--- src/rtl/mod60_bcd_cascade_counter.sv ---
// Two-digit cascaded counter: mod-UNITS_MOD units digit carrying into a mod-TENS_MOD tens digit.
// Optional feature macro: DOWN_COUNT_EN adds an up_dn input for bidirectional counting.
module mod60_bcd_cascade_counter #(
  parameter int unsigned UNITS_MOD = 10,
  parameter int unsigned TENS_MOD  = 6
) (
  input  logic       clk,
  input  logic       rst_n,
  input  logic       en,
  input  logic       load,
  input  logic [3:0] load_units,
  input  logic [2:0] load_tens,
`ifdef DOWN_COUNT_EN
  input  logic       up_dn,
`endif
  output logic [3:0] units,
  output logic [2:0] tens,
  output logic       tc,
  output logic       wrap,
  output logic       load_err
);

  localparam int unsigned UNITS_W = 4;
  localparam int unsigned TENS_W  = 3;
  // Terminal values held at digit width; TENS_MOD=8 itself would not fit in 3 bits
  localparam logic [UNITS_W-1:0] UNITS_MAX = UNITS_W'(UNITS_MOD - 1);
  localparam logic [TENS_W-1:0]  TENS_MAX  = TENS_W'(TENS_MOD - 1);

  generate
    if (UNITS_MOD < 2 || UNITS_MOD > 10) begin : g_bad_units
      $error("UNITS_MOD must be in 2..10");
    end
    if (TENS_MOD < 2 || TENS_MOD > 8) begin : g_bad_tens
      $error("TENS_MOD must be in 2..8");
    end
  endgenerate

  logic [UNITS_W-1:0] units_nxt;
  logic [TENS_W-1:0]  tens_nxt;
  logic               wrap_nxt;
  logic               load_err_nxt;
  logic               count_up;
  logic               units_max;
  logic               tens_max;
  logic               units_zero;
  logic               tens_zero;
  logic               load_ok;

`ifdef DOWN_COUNT_EN
  assign count_up = up_dn;
`else
  assign count_up = 1'b1;
`endif

  assign units_max  = (units == UNITS_MAX);
  assign tens_max   = (tens == TENS_MAX);
  assign units_zero = (units == '0);
  assign tens_zero  = (tens == '0);
  assign load_ok    = (load_units <= UNITS_MAX) && (load_tens <= TENS_MAX);

  // Zero-latency carry out so the next stage can use it as its enable
  assign tc = en & (count_up ? (units_max & tens_max) : (units_zero & tens_zero));

  // Next-state: load beats count, count beats hold
  always_comb begin
    units_nxt    = units;
    tens_nxt     = tens;
    wrap_nxt     = 1'b0;
    load_err_nxt = load_err;
    if (load) begin
      if (load_ok) begin
        units_nxt = load_units;
        tens_nxt  = load_tens;
      end else begin
        load_err_nxt = 1'b1;
      end
    end else if (en) begin
      if (count_up) begin
        if (units_max) begin
          units_nxt = '0;
          if (tens_max) begin
            tens_nxt = '0;
            wrap_nxt = 1'b1;
          end else begin
            tens_nxt = tens + TENS_W'(1);
          end
        end else begin
          units_nxt = units + UNITS_W'(1);
        end
      end else begin
        if (units_zero) begin
          units_nxt = UNITS_MAX;
          if (tens_zero) begin
            tens_nxt = TENS_MAX;
            wrap_nxt = 1'b1;
          end else begin
            tens_nxt = tens - TENS_W'(1);
          end
        end else begin
          units_nxt = units - UNITS_W'(1);
        end
      end
    end
  end

  // State register with synchronous active-low reset
  always_ff @(posedge clk) begin
    if (!rst_n) begin
      units    <= '0;
      tens     <= '0;
      wrap     <= 1'b0;
      load_err <= 1'b0;
    end else begin
      units    <= units_nxt;
      tens     <= tens_nxt;
      wrap     <= wrap_nxt;
      load_err <= load_err_nxt;
    end
  end

endmodule

--- config.mk ---
export PLATFORM = sky130hd
export DESIGN_NAME = mod60_bcd_cascade_counter
export DESIGN_NICKNAME = d
export VERILOG_FILES = /design/src/rtl/mod60_bcd_cascade_counter.sv
export SDC_FILE = /design/constraint.sdc
export NUM_CORES = 1
export LEC_CHECK = 0
export BUFFER_PORTS_ARGS = -buffer_cell sky130_fd_sc_hd__buf_2
export CELL_PAD_IN_SITES_DETAIL_PLACEMENT = 1
export CELL_PAD_IN_SITES_GLOBAL_PLACEMENT = 1
export CORE_UTILIZATION = 29
export DETAILED_ROUTE_END_ITERATION = 10
export PLACE_DENSITY = 0.76
export SETUP_SLACK_MARGIN = 0.3
export SLEW_MARGIN = 20
export SYNTH_ARGS = -nofsm -noshare
export SYNTH_HDL_FRONTEND = slang
export SYNTH_SLANG_ARGS = --single-unit
--- constraint.sdc ---
create_clock -name clk -period 1.3 [get_ports clk]
set_input_delay 0.26 -clock clk [delete_from_list [all_inputs] [get_ports clk]]
set_output_delay 0.26 -clock clk [all_outputs]
set_load 0.005 [all_outputs]
# After elaboration in Yosys (flattened, before gate mapping)
# Index checks and enable logic that the tools add are counted.
[totals]
regBits = 9
out_inout_bits = 10
[op_classes]
add_sub_neg = 2
order_cmp = 2
eq_ne = 3
n_mux = 10
bitwise_logic = 6
reduce_logical = 7
[op_table]
columns = ["cell", "count"]
rows = [
  ["$mux 4", 4],
  ["$mux 3", 5],
  ["$add 4x1->4 const B", 1],
  ["$eq 4x4->1 const B", 1],
  ["$le 4x4->1 const B", 1],
  ["$not 1->1", 4],
  ["$reduce_and 2->1", 2],
  ["$reduce_bool 2->1", 2],
  ["$reduce_or 4->1", 1],
  ["$add 3x1->3 const B", 1],
  ["$eq 3x3->1 const B", 1],
  ["$le 3x3->1 const B", 1],
  ["$reduce_and 3->1", 1],
  ["$and 1x1->1", 2],
  ["$ne 2x1->1 const B", 1],
  ["$logic_and 1x1->1", 1],
  ["$mux 1", 1],
]

# Depth between registers and ports, before layout
[logic_depth]
ltp_word = 5
mapped_depth = 5
ltp_nobuf = 4

# Worst setup path before layout
# Ideal clock, no wire load.
[synth_timing]
kind = "flip-flop to flip-flop"
start = "register units[3]"
end = "register tens[0]"
setup_time_ps = 116
t_arrival_ps = 1158
required_ps = 1184
setup_slack_ps = 26
stages_incl_launch_ff = 5
path_buffers = 0
cell_sequence = "dfxtp_1 nor3b_4 nand3_4 a221o_1 o211a_1"
[synth_between]
elab_chain_cells = 3
[synth_lines]
columns = ["item", "line", "source"]
rows = [
  ["start, declared", "16", "output logic [3:0] units,"],
  ["start signal, assigned", "114", "units <= units_nxt;"],
  ["$eq 4x4->1", "55", "assign units_max = (units == UNITS_MAX);"],
  ["$reduce_bool 2->1 (no source line)", "--", ""],
  ["$reduce_and 3->1 (no source line)", "--", ""],
  ["end signal, assigned", "115", "tens <= tens_nxt;"],
  ["end, declared", "17", "output logic [2:0] tens,"],
]
# No other way between the ends.
# A chain may end at the register's enable or synchronous reset.

# Final worst setup path
[layout_timing]
start = "register units[2]"
end = "output tc"
[layout_between]
elab_chain_cells = 3
[layout_lines]
columns = ["item", "line", "source"]
rows = [
  ["$eq 4x4->1", "55", ""],
  ["$and 1x1->1 (2 in a row)", "62", "assign tc = en & (count_up ? (units_max & tens_max) : (units_zero & tens_zero));"],
  ["end, declared", "18", "output logic tc,"],
]
# No other way between the ends.

==> run metrics <==
vias per inst=4.968; internal power=0.5553 mW; mapped cell area=545.5 um^2; Residual DRC=0; Setup Skew=3.589 ps; Rows=15; Pleak=0.4301 nW; met1 wire length=782 um; RSZ-0062 raised after global routing=true; total power=0.8028 mW; depth of the CTS H-tree=1; P_sw=0.2475 mW; Final Wtd Congestion=0.7521; largest net degree at the start of global routing=11; relative slew slack=0.8430; Synth Instances=64; grt total ovfl=0; final period utilization=1.167; # IOs=21; ys flop type=dfxtp_1; Core Box Area=0.001745 mm^2; Crit path arrival time=1260 ps; vias in the first global route=686; most frequent cell after synthesis=dfxtp_1; wire per inst=15.10 um; Hold Vio Cnt, Final=0; Seq pwr share=0.392; outcome=complete, but fails checks; Comb power frac=0.327; top cells by count, synth=dfxtp_1, a21oi_1, nand2_1, nand3_1, inv_1; critical path type=reg2out; DRT Pass-1 Iters=3; violated checks=negative setup slack; clk_lat worst skew=260 ps; ANT cells=0; pre-CTS setup slack=-79.32 ps; CTS max path bufs=2; Finished Layout Cells=126; Die Footprint=0.002058 mm^2; Die Wd=45.37 um; Crit Path Max Fanout=2; final setup fails=3; PwrDens=792.1 mW/mm^2; final worst path period need=1517 ps; P&R area growth vs syn=85.78%; final core utilization=0.5806; post-synth top area share=0.3303; GRT Total Usage=0.2152; Req. time, crit path=1040 ps; switching fraction of total power=0.3083; post-layout net count=113; Fmax achieved=0.6594 GHz; clk sinks=9; Min-Delay Path Class=in2reg; Distinct cells, synth=34; DRT iter0 DRCs=4; share of cells above drive strength 1=0.6337; clock share of power=0.281; syn_nets=75; YS warnings=0; Max VDD drop=0.4037 mV; placed insts=117; top cells by area in the synthesized netlist=dfxtp_1, a21oi_1, nand2_1; CTS tree=done; detailed placement HPWL=1.269 mm; initial antenna violation count=0; final instance area=0.001013 mm^2; Max-Cap Viols=0; Avg Cell Area, Syn=8.524 um^2; Final ANT Viol Nets=0; Final Max Slew Viols=0; sequential area share after synthesis=0.3303; asr flop ratio synth=0; biggest area consumer among synthesized cells=dfxtp_1; CTS clk-pin slew, worst paths=70 ps; min setup slack post-route=-216.6 ps; metal2 WL=1.046 mm; worst slew pin tran=234.7 ps; initial core utilization=0.3125; drt total wl=1.902 mm; setup_tns=-280.0 ps; max layer used=met4; port bufs=20; first-pass GRT wire length=3.022 mm; Startpoint Class=flip-flop; Post-DP Area=768.2 um^2; DIE HEIGHT=45.37 um; WL met3=48 um; CP endpoint kind=output port; clock root cell=clkbuf_4; number of flops mapped to enable cells by yosys=0; Hold WS=307.7 ps; vias=626; total CTS buffers=3; number of synthesized register bits=9
[state kept, by name (all words and copies together), names as in the netlist]
signal	cells
load_err	1
units	4
wrap	1
tens	3
[power groups by stage]
stage / Sequential [mW] / Combinational (mW) / Clock, mW
final: 0.315 / 0.263 / 0.225
after global placement: 0.319 / 0.168 / 0
after global routing: 0.317 / 0.283 / 0.258
after CTS: 0.316 / 0.217 / 0.231
after detailed placement: 0.320 / 0.172 / 0
after floorplan: 0.322 / 0.0904 / 0
[cells in the final DEF (no fill, tap or decap), types with 2 or more instances in the layout]
master	instances
a21oi_1	4
a21oi_2	3
a221o_1	2
a31oi_1	2
buf_2	13
buf_4	11
buf_6	11
buf_8	2
clkbuf_4	3
dfxtp_2	2
dfxtp_4	6
inv_1	2
nand2_1	5
nand3_1	3
nand3_4	2
nor2b_1	2
o211ai_1	2
[logic make-up after synthesis]
kind of cell,count (synthesis),synth area share
AO/OA/AOI/OAI,24,0.3165
AND/OR/NAND/NOR,23,0.2822
flip-flops,9,0.3303
buffers and inverters,7,0.05503
XOR/XNOR,1,0.01606
[area by class of cell]
cell class              count  area [um^2]
inverters                   3        16.27
multi-input cells          48        432.9
fillers                   203        732.0
well taps                  25        31.28
repair buffers             37        301.5
flip-flops and latches      9        205.2
clock buffers               4        26.28
[what timing repair did]
item,4_1_cts,5_1_grt
endpoints found under the setup margin,15,16
resized for setup,26,15
hold buffers,0,0
setup buffers,3,2
pin swaps,4,6
[worst max-delay path, stage by stage, from the launching register on]
cell     delay, ps
dfxtp_4        350
nor3b_4        200
nand4_1        110
nor3b_2        190
buf_2          140
[worst paths after layout]
| path | startpoint | to | slack (ps) | cells past startpoint |
|---|---|---|---|---|
| hold / removal | load_units[0] | units[0] | 310 | 3 |
| setup / recovery | units[2] | tc | -220 | 4 |
| setup reg to reg | units[2] | tens[0] | -10 | 5 |
| hold reg to reg | load_err | load_err | 490 | 2 |
[routing by layer]
| layer | track usage | up-vias |
|---|---|---|
| met4 | 0.1273 | 0 |
| li1 | - | 316 |
| met2 | 0.3884 | 15 |
| met5 | 0 | - |
| met3 | 0.04762 | 2 |
| met1 | 0.2263 | 293 |
Power figures use the tool's default switching activity.
